===== config.mk =====
export PLATFORM = sky130hd
export DESIGN_NAME = mc_controller
export DESIGN_NICKNAME = d
export VERILOG_FILES = /design/src/rtl/arm_ctrl_pkg.sv /design/src/rtl/cond_check.sv /design/src/rtl/mc_controller.sv
export SDC_FILE = /design/constraint.sdc
export NUM_CORES = 1
export LEC_CHECK = 0
export BUFFER_PORTS_ARGS = -buffer_cell sky130_fd_sc_hd__buf_2
export CAP_MARGIN = 5
export CORE_MARGIN = 8
export CORE_UTILIZATION = 44
export DETAILED_ROUTE_END_ITERATION = 8
export GPL_ROUTABILITY_DRIVEN = 1
export GPL_TIMING_DRIVEN = 1
export PLACE_DENSITY_LB_ADDON = 0.12
export SLEW_MARGIN = 20
export SYNTH_ARGS = -nofsm -noshare
export SYNTH_HDL_FRONTEND = slang
export SYNTH_SLANG_ARGS = --single-unit

===== constraint.sdc =====
create_clock -name clk -period 3.74 [get_ports clk]
set_input_delay 0.374 -clock clk [delete_from_list [all_inputs] [get_ports clk]]
set_output_delay 0.374 -clock clk [all_outputs]
set_load 0.03 [all_outputs]

===== src/rtl/arm_ctrl_pkg.sv =====
// rtl/arm_ctrl_pkg.sv - shared encodings for the multicycle ARM-subset control unit
package arm_ctrl_pkg;

    localparam logic [3:0] S_FETCH  = 4'd0;
    localparam logic [3:0] S_DECODE = 4'd1;
    localparam logic [3:0] S_MEMADR = 4'd2;
    localparam logic [3:0] S_MEMRD  = 4'd3;
    localparam logic [3:0] S_MEMWB  = 4'd4;
    localparam logic [3:0] S_MEMWR  = 4'd5;
    localparam logic [3:0] S_EXEC_R = 4'd6;
    localparam logic [3:0] S_EXEC_I = 4'd7;
    localparam logic [3:0] S_ALUWB  = 4'd8;
    localparam logic [3:0] S_BRANCH = 4'd9;

    localparam logic [3:0] COND_EQ = 4'b0000;
    localparam logic [3:0] COND_NE = 4'b0001;
    localparam logic [3:0] COND_CS = 4'b0010;
    localparam logic [3:0] COND_CC = 4'b0011;
    localparam logic [3:0] COND_MI = 4'b0100;
    localparam logic [3:0] COND_PL = 4'b0101;
    localparam logic [3:0] COND_VS = 4'b0110;
    localparam logic [3:0] COND_VC = 4'b0111;
    localparam logic [3:0] COND_HI = 4'b1000;
    localparam logic [3:0] COND_LS = 4'b1001;
    localparam logic [3:0] COND_GE = 4'b1010;
    localparam logic [3:0] COND_LT = 4'b1011;
    localparam logic [3:0] COND_GT = 4'b1100;
    localparam logic [3:0] COND_LE = 4'b1101;
    localparam logic [3:0] COND_AL = 4'b1110;

    localparam logic [1:0] OP_DP  = 2'b00;
    localparam logic [1:0] OP_MEM = 2'b01;
    localparam logic [1:0] OP_B   = 2'b10;

    localparam logic [1:0] ALU_ADD = 2'b00;
    localparam logic [1:0] ALU_SUB = 2'b01;
    localparam logic [1:0] ALU_AND = 2'b10;
    localparam logic [1:0] ALU_ORR = 2'b11;

    localparam logic [1:0] RES_ALUOUT  = 2'b00;
    localparam logic [1:0] RES_MEMDATA = 2'b01;
    localparam logic [1:0] RES_ALU     = 2'b10;

    localparam logic [1:0] SRCB_RD2  = 2'b00;
    localparam logic [1:0] SRCB_IMM  = 2'b01;
    localparam logic [1:0] SRCB_FOUR = 2'b10;

    localparam logic [1:0] IMM_8   = 2'b00;
    localparam logic [1:0] IMM_12  = 2'b01;
    localparam logic [1:0] IMM_B24 = 2'b10;

    localparam logic [3:0] CMD_AND = 4'b0000;
    localparam logic [3:0] CMD_SUB = 4'b0010;
    localparam logic [3:0] CMD_ADD = 4'b0100;
    localparam logic [3:0] CMD_CMP = 4'b1010;
    localparam logic [3:0] CMD_ORR = 4'b1100;
    localparam logic [3:0] CMD_MOV = 4'b1101;

    typedef struct packed {
        logic       ir_write;
        logic       adr_src;
        logic       pc_write;
        logic       mem_write;
        logic       reg_write;
        logic [1:0] result_src;
        logic       alu_src_a;
        logic [1:0] alu_src_b;
        logic [1:0] alu_control;
        logic [1:0] imm_src;
        logic [1:0] reg_src;
        logic       shift_flag;
    } ctrl_t;

    function automatic logic [1:0] alu_ctl_of(input logic [3:0] cmd);
        case (cmd)
            CMD_SUB, CMD_CMP: return ALU_SUB;
            CMD_AND:          return ALU_AND;
            CMD_ORR:          return ALU_ORR;
            default:          return ALU_ADD;
        endcase
    endfunction

endpackage


===== src/rtl/cond_check.sv =====
// rtl/cond_check.sv - ARM condition-field evaluation against the {N,Z,C,V} flags
module cond_check
    import arm_ctrl_pkg::*;
(
    input  logic [3:0] cond,
    input  logic [3:0] flags,
    output logic       cond_ok
);

    logic n, z, c, v;
    assign {n, z, c, v} = flags;

    always_comb begin
        cond_ok = 1'b0;
        case (cond)
            COND_EQ: cond_ok = z;
            COND_NE: cond_ok = ~z;
            COND_CS: cond_ok = c;
            COND_CC: cond_ok = ~c;
            COND_MI: cond_ok = n;
            COND_PL: cond_ok = ~n;
            COND_VS: cond_ok = v;
            COND_VC: cond_ok = ~v;
            COND_HI: cond_ok = c & ~z;
            COND_LS: cond_ok = ~c | z;
            COND_GE: cond_ok = (n == v);
            COND_LT: cond_ok = (n != v);
            COND_GT: cond_ok = ~z & (n == v);
            COND_LE: cond_ok = z | (n != v);
            COND_AL: cond_ok = 1'b1;
            default: cond_ok = 1'b0;
        endcase
    end

endmodule


===== src/rtl/mc_controller.sv =====
// rtl/mc_controller.sv - multicycle Moore control FSM with flag register for the ARM-subset core
module mc_controller
    import arm_ctrl_pkg::*;
#(
    parameter logic [3:0] FLAGS_RST = 4'b0000,
    parameter bit         COND_EN   = 1'b1
) (
    input  logic       clk,
    input  logic       reset_n,
    input  logic [3:0] cond,
    input  logic [1:0] op,
    input  logic [5:0] funct,
    input  logic [3:0] rd,
    input  logic [3:0] alu_flags,
    output logic       ir_write,
    output logic       adr_src,
    output logic       pc_write,
    output logic       mem_write,
    output logic       reg_write,
    output logic [1:0] result_src,
    output logic       alu_src_a,
    output logic [1:0] alu_src_b,
    output logic [1:0] alu_control,
    output logic [1:0] imm_src,
    output logic [1:0] reg_src,
    output logic       shift_flag,
    output logic [3:0] flags
);

    logic [3:0] state, state_next;
    logic       run;
    logic       cc_ok, cond_ok, cond_ok_q;
    logic [3:0] cmd_q;
    logic       sl_q, rd_pc_q;
    logic [3:0] flags_q;
    logic       in_exec, flag_we, logic_op;
    ctrl_t      ctl;

    cond_check u_cond_check (
        .cond    (cond),
        .flags   (flags_q),
        .cond_ok (cc_ok)
    );

    assign cond_ok = COND_EN ? cc_ok : 1'b1;

    // run holds the strobes low from reset until the first clock after release,
    // while the state register already sits in FETCH.
    always_ff @(posedge clk or negedge reset_n) begin
        if (!reset_n) begin
            state <= S_FETCH;
            run   <= 1'b0;
        end else if (!run) begin
            run   <= 1'b1;
        end else begin
            state <= state_next;
        end
    end

    always_ff @(posedge clk or negedge reset_n) begin
        if (!reset_n) begin
            cond_ok_q <= 1'b0;
            cmd_q     <= 4'b0000;
            sl_q      <= 1'b0;
            rd_pc_q   <= 1'b0;
        end else if (run && state == S_DECODE) begin
            cond_ok_q <= cond_ok;
            cmd_q     <= funct[4:1];
            sl_q      <= funct[0];
            rd_pc_q   <= (rd == 4'hF);
        end
    end

    assign in_exec  = (state == S_EXEC_R) || (state == S_EXEC_I);
    assign logic_op = (cmd_q == CMD_AND) || (cmd_q == CMD_ORR) || (cmd_q == CMD_MOV);
    assign flag_we  = run && in_exec && cond_ok_q && (sl_q || cmd_q == CMD_CMP);

    always_ff @(posedge clk or negedge reset_n) begin
        if (!reset_n) begin
            flags_q <= FLAGS_RST;
        end else if (flag_we) begin
            flags_q <= logic_op ? {alu_flags[3:2], flags_q[1:0]} : alu_flags;
        end
    end

    always_comb begin
        state_next = S_FETCH;
        case (state)
            S_FETCH:  state_next = S_DECODE;
            S_DECODE: begin
                if (!cond_ok)          state_next = S_FETCH;
                else if (op == OP_MEM) state_next = S_MEMADR;
                else if (op == OP_B)   state_next = S_BRANCH;
                else if (op == OP_DP)  state_next = funct[5] ? S_EXEC_I : S_EXEC_R;
                else                   state_next = S_FETCH;
            end
            S_MEMADR: state_next = sl_q ? S_MEMRD : S_MEMWR;
            S_MEMRD:  state_next = S_MEMWB;
            S_EXEC_R, S_EXEC_I: state_next = (cmd_q == CMD_CMP) ? S_FETCH : S_ALUWB;
            default:  state_next = S_FETCH;
        endcase
    end

    always_comb begin
        ctl = '0;
        case (state)
            S_FETCH: begin
                ctl.ir_write    = 1'b1;
                ctl.alu_src_a   = 1'b1;
                ctl.alu_src_b   = SRCB_FOUR;
                ctl.alu_control = ALU_ADD;
                ctl.result_src  = RES_ALU;
                ctl.pc_write    = 1'b1;
            end
            S_DECODE: begin
                ctl.alu_src_a   = 1'b1;
                ctl.alu_src_b   = SRCB_FOUR;
                ctl.alu_control = ALU_ADD;
            end
            S_MEMADR: begin
                ctl.alu_src_b   = SRCB_IMM;
                ctl.imm_src     = IMM_12;
                ctl.alu_control = ALU_ADD;
            end
            S_MEMRD: ctl.adr_src = 1'b1;
            S_MEMWB: begin
                ctl.result_src = RES_MEMDATA;
                ctl.reg_write  = 1'b1;
                ctl.pc_write   = rd_pc_q;
            end
            S_MEMWR: begin
                ctl.adr_src   = 1'b1;
                ctl.mem_write = 1'b1;
                ctl.reg_src   = 2'b10;
            end
            S_EXEC_R, S_EXEC_I: begin
                ctl.alu_src_b   = (state == S_EXEC_I) ? SRCB_IMM : SRCB_RD2;
                ctl.imm_src     = IMM_8;
                ctl.alu_control = alu_ctl_of(cmd_q);
                ctl.shift_flag  = (cmd_q == CMD_MOV);
            end
            S_ALUWB: begin
                ctl.result_src = RES_ALUOUT;
                ctl.reg_write  = 1'b1;
                ctl.pc_write   = rd_pc_q;
            end
            S_BRANCH: begin
                ctl.alu_src_a   = 1'b0;
                ctl.reg_src     = 2'b01;
                ctl.alu_src_b   = SRCB_IMM;
                ctl.imm_src     = IMM_B24;
                ctl.alu_control = ALU_ADD;
                ctl.result_src  = RES_ALU;
                ctl.pc_write    = 1'b1;
            end
            default: ctl = '0;
        endcase
    end

    assign ir_write    = ctl.ir_write  & run;
    assign pc_write    = ctl.pc_write  & run;
    assign mem_write   = ctl.mem_write & run;
    assign reg_write   = ctl.reg_write & run;
    assign adr_src     = ctl.adr_src;
    assign result_src  = ctl.result_src;
    assign alu_src_a   = ctl.alu_src_a;
    assign alu_src_b   = ctl.alu_src_b;
    assign alu_control = ctl.alu_control;
    assign imm_src     = ctl.imm_src;
    assign reg_src     = ctl.reg_src;
    assign shift_flag  = ctl.shift_flag;
    assign flags       = flags_q;

endmodule

; ---- Yosys cells after proc, flatten, opt, wreduce, memory -nomap -nowiden
; Index checks and enable logic that the tools add are counted.
[totals]
reg_bits = 16
output_inout_bits = 21
elab_cells = 95
[classes]
eq_ne = 32
muxes = 22
bitwise_logic = 13
reduce_logical = 20
[op_table]
columns = operator, count
row1 = $eq 4x4->1 const B, 13
row2 = $eq 4x3->1 const B, 8
row3 = $eq 4x2->1 const B, 5
row4 = $pmux 4 s5, 1
row5 = $mux 4, 4
row6 = $pmux 1 s15, 1
row7 = $reduce_or 2->1, 7
row8 = $logic_not 4->1, 3
row9 = $pmux 2 s2, 3
row10 = $pmux 4 s3, 1
row11 = $eq 4x1->1 const B, 2
row12 = $mux 1, 8
row13 = $and 1x1->1, 6
row14 = $mux 3, 2
row15 = $pmux 2 s3, 1
row16 = $not 1->1, 5
row17 = $logic_and 1x1->1, 4
row18 = $logic_or 1x1->1, 4
row19 = $eq 2x1->1 const B, 1
row20 = $eq 2x2->1 const B, 1
row21 = $logic_not 2->1, 1
row22 = $or 1x1->1, 2
row23 = $pmux 1 s2, 1
row24 = $reduce_and 2->1, 1
row25 = 2 further kinds, 2

; ---- Logic depth before layout (Yosys ltp)
[depth]
depth_word = 6
mapped_depth = 6

; ---- Hierarchy
; Synthesis repeated with hierarchy kept, for this count alone.
[hier_totals]
hier_cells = 122
area_unflattened_um2 = 1144.8
[modules_own_cells]
columns = mod, instances, cells_each, area_per_inst_um2, seq_area_each_um2
row1 = mc_controller, 1, 94, 950.9, 400.4
row2 = cond_check, 1, 28, 193.9, 0.0

; ---- Worst setup path before layout
; No wires, ideal clock.
[synth_timing]
path_type = register to output
startpoint = register state[2]
endpoint = output alu_control[1]
t_arrival_ns = 2.484
required_time_ns = 3.366
slack_ns = 0.882
stages_incl_launch_ff = 5
path_cell_list = dfrtp_1 -> clkbuf_1 -> clkbuf_1 -> nand3_1 -> a2111oi_0
[synth_between]
elab_chain_cells = 3
elab_cells_between_ends = 10
cone_classes = eq/ne (5) / mux (1) / reduce/logical (4)
[synth_rtl]
columns = element, line_no
row1 = "start, declared", mc_controller.sv:30  ; logic [3:0] state, state_next;
row2 = "start signal, assigned", mc_controller.sv:56  ; state <= state_next;
row3 = "$eq 4x4->1, or another cell as far along", mc_controller.sv:106  ; case (state)
row4 = $reduce_or 2->1 (no source line), n/a
row5 = $pmux 4 s3 *, mc_controller.sv:106
row6 = "end, declared", mc_controller.sv:23  ; output logic [1:0] alu_control,
; Every way passes the cells marked *; elsewhere a longest branch is shown, timed or not.

; ---- Worst setup path in the final report
[layout_timing]
startpoint = register state[3]
endpoint = output pc_write
[layout_between]
elab_chain_cells = 4
elab_cells_between_ends = 8
cone_classes = eq/ne (3) / mux (1) / bitwise (1) / reduce/logical (3)
[layout_rtl]
columns = element, line_no
row1 = "$eq 4x4->1, or another cell as far along", mc_controller.sv:106
row2 = $reduce_or 2->1 (no source line), n/a
row3 = $pmux 1 s2 *, mc_controller.sv:106
row4 = $and 1x1->1 *, mc_controller.sv:161  ; assign pc_write = ctl.pc_write & run;
row5 = "end, declared", mc_controller.sv:17  ; output logic pc_write,
; Marks and branches as above.

==> impl_metrics.csv <==
group,metric,value,unit
sta,fin_skew,0.000653,ns
sta,tightestPinTransition,0.509,ns
floorplan,die_area,4510,um^2
sta,timing.final.crit_share,58.0,%
logic_synthesis,ys_seq_area_share,34.7,%
clocking,clock_sinks,16,
detailed_routing,wl,2710,um
worst_setup_path,critPathTopFamily,"compound AO/OA/AOI/OAI gates",
min_path,hold_path_startpoint,"op[0]",
final_layout,drive_above_1_share,37.7,%
global_routing,grt_max_degree,17,
floorplan,fp-row-count,18,
worst_setup_path,required,3.37,ns
clocking,clock_latency,0.28,ns
final_layout,fin_nets,190,
clocking,cts-root-buf,"clkbuf_4",
worst_setup_path,startpoint_type,"flip-flop",
worst_setup_path,reg2reg_setup_slack,1.90,ns
worst_setup_path,slowest_delay,0.50,ns
detailed_routing,vias,1105,
worst_setup_path,path_class,"flip-flop to output port",
sta,hold_violations,0,
final_layout,final_cell_mix,"42 x buf_2, 16 x dfrtp_1, 13 x nand2_1, 11 x mux2_2",
clocking,htree_levels,1,
worst_setup_path,r2r_end,"state[2]$_DFFE_PN0P_",
detailed_routing,routedWlPerCell,13.8,um
global_routing,globalRoute.totalOverflow,0,
logic_synthesis,avgSynthCellArea,8.86,um^2
worst_setup_path,cp_slowest_cell,"dfrtp_1",
worst_setup_path,r2r_start,"flags[0]$_DFFE_PN0P_",
floorplan,core-area,2480,um^2
sta,hold_slack,0.290,ns
global_routing,grt_use_met3,1.99,%
final_layout,area_growth,21.4,%
flow_run,maxCapViolCount,0,
logic_synthesis,yosysWarnings,0,
detailed_routing,drc,0,
worst_setup_path,critPathCaptureType,"output port",
floorplan,ios,43,
min_path,hp-class,"input port to flip-flop",
global_routing,grt_pass1_vias,1059,
clocking,cts_resized,0,
clocking,clk_pin_slew_worst_paths,0.09,ns
sta,rsz0062_at_grt,"no",
pwr,power_leakage,0.644,nW
worst_setup_path,crit_chain,"clkinv_1, o21ai_0, a21oi_1, a22o_1, buf_2",
clocking,clockBufferDepth,2,
pwr,powerDensity,657,nW/um^2
global_routing,antenna_found_initial,0,
sta,maxSlewHeadroom,66.0,%
logic_synthesis,yosysUniqueCellTypes,45,
min_path,worstHoldPathCells,2,
clocking,cts_buffers,3,
worst_setup_path,crit_buf_inv,2,
detailed_routing,vias_per_cell,5.61,
sta,timing.setup.tns,0,ns
pwr,vdd_drop_max,427,uV
global_routing,use_met2,21.6,%
detailed_routing,drtAntennaViolNets,0,
global_routing,grt_usage,12.5,%
detailed_routing,first_pass_iters,4,
pwr,power,0.919,mW
placement,port-buffer-count,42,
final_layout,diodes,0,
sta,fmax,461,MHz
logic_synthesis,syn_area,1150,um^2
outcome,outcome,"complete, no violations",
floorplan,dieHeight,67.2,um
clocking,cts_tree,"yes",
sta,slew_viol_final,0,
worst_setup_path,arrival,1.79,ns
global_routing,grt_util_met1,15.4,%
worst_setup_path,ff2ff_path_depth,5,
sta,min_period,2.17,ns
logic_synthesis,synth_cells,130,
sta,finalSetupViolations,0,
worst_setup_path,path_max_fanout,10,
clocking,cts_setup_buffers,0,
global_routing,grt_first_pass_wirelength,4620,um
detailed_routing,drt_iter0_markers,46,
min_path,holdPathEnd,"state[2]$_DFFE_PN0P_",
global_routing,top_usage_layer,"met2",
logic_synthesis,synth.net_count,152,
placement,hpwlAfterDp,2160,um
logic_synthesis,ys_seq_elements,16,
floorplan,initial_utilization,46.5,%
final_layout,layout_commonest_cell,"buf_2",
floorplan,die_x,67.2,um
placement,gp_congestion,0.829,
where the power goes:
part	internal, mW	switching [mW]	leakage [nW]
Combinational	0.196	0.270	0.424
Sequential	0.232	0.108	0.199
Clock	0.0592	0.0550	0.0210
cell families after synthesis:
group                     synth area share [%]
other                                    0.325
buffers and inverters                     5.43
AOI/OAI and AO/OA                         15.0
and+or+nand+nor                           29.1
muxes                                     11.6
DFF                                       34.7
xor gates and xnor gates                  3.80
worst max path at each step:
stage               cells after the start                  from                   end
floorplan                               4  state[2]$_DFFE_PN0P_        alu_control[1]
global placement                        6               cond[2]  state[2]$_DFFE_PN0P_
detailed placement                      6               cond[2]  state[2]$_DFFE_PN0P_
CTS                                     5  state[3]$_DFFE_PN0P_              pc_write
global route                            5  state[3]$_DFFE_PN0P_              pc_write
finish                                  5  state[3]$_DFFE_PN0P_              pc_write
Yosys cell counts (all sizes together):
cell | number | area share, %
a2111oi | 2 | 1.5
a21oi | 3 | 1.3
a22o | 1 | 0.76
a22oi | 1 | 0.65
a311oi | 1 | 0.76
a31o | 1 | 0.76
a31oi | 1 | 0.54
a41o | 1 | 0.87
and2 | 3 | 1.6
and3 | 4 | 2.6
buf | 3 | 1.8
clkbuf | 7 | 2.3
clkinv | 1 | 0.33
conb | 1 | 0.33
dfrtp | 16 | 35
inv | 3 | 0.98
mux2 | 11 | 11
mux2i | 1 | 0.87
nand2 | 13 | 4.2
nand2b | 2 | 1.1
nand3 | 5 | 2.2
nand3b | 1 | 0.65
nand4 | 1 | 0.54
nand4b | 2 | 1.5
nor2 | 6 | 2.0
nor2b | 1 | 0.54
nor3 | 4 | 1.7
nor3b | 5 | 3.3
nor4 | 4 | 2.2
nor4b | 2 | 1.5
o211ai | 1 | 0.65
o21ai | 8 | 3.5
o221ai | 1 | 0.76
o31ai | 1 | 0.65
o32a | 1 | 0.87
o41ai | 1 | 1.4
or2 | 2 | 1.1
or3b | 2 | 1.5
or4b | 1 | 0.87
xnor2 | 4 | 3.0
xor2 | 1 | 0.76
flip-flops by register name (all words and copies together), names as in the netlist:
name	cells
state	4
flags	4
rd_pc_q	1
cmd_q	4
sl_q	1
cond_ok_q	1
run	1
through the flow:
step / util [%] / area (um^2) / cells / worst slack (ns)
floorplan: - / 1150 / 130 / 0.882
global placement: 54.6 / 1350 / 192 / 1.87
detailed placement: 54.6 / 1350 / 192 / 1.80
CTS: 56.5 / 1400 / 197 / 1.56
global route: 56.5 / 1400 / 197 / 1.42
finish: 56.5 / 1400 / 197 / 1.57
routing by layer:
metal  vias up  part of all wire (%)
met5         -                     0
met2        32                    50
met4         0                  0.48
met1       516                    44
met3         2                   5.4
li1        555                     -
cell type report:
type,count,area (um^2)
Multi-Input combinational cell,100,689
Tap cell,30,37.5
Inverter,4,15.0
Fill cell,244,1080
Sequential cell,16,400
Clock buffer,4,36.3
Timing Repair Buffer,43,220
what timing repair did:
item | CTS | global route
hold buffers | 1 | 0
endpoints found under the hold margin | 16 | 0
setup endpoints to repair | 0 | 0
No activity file was read; power rests on OpenSTA's default activity.
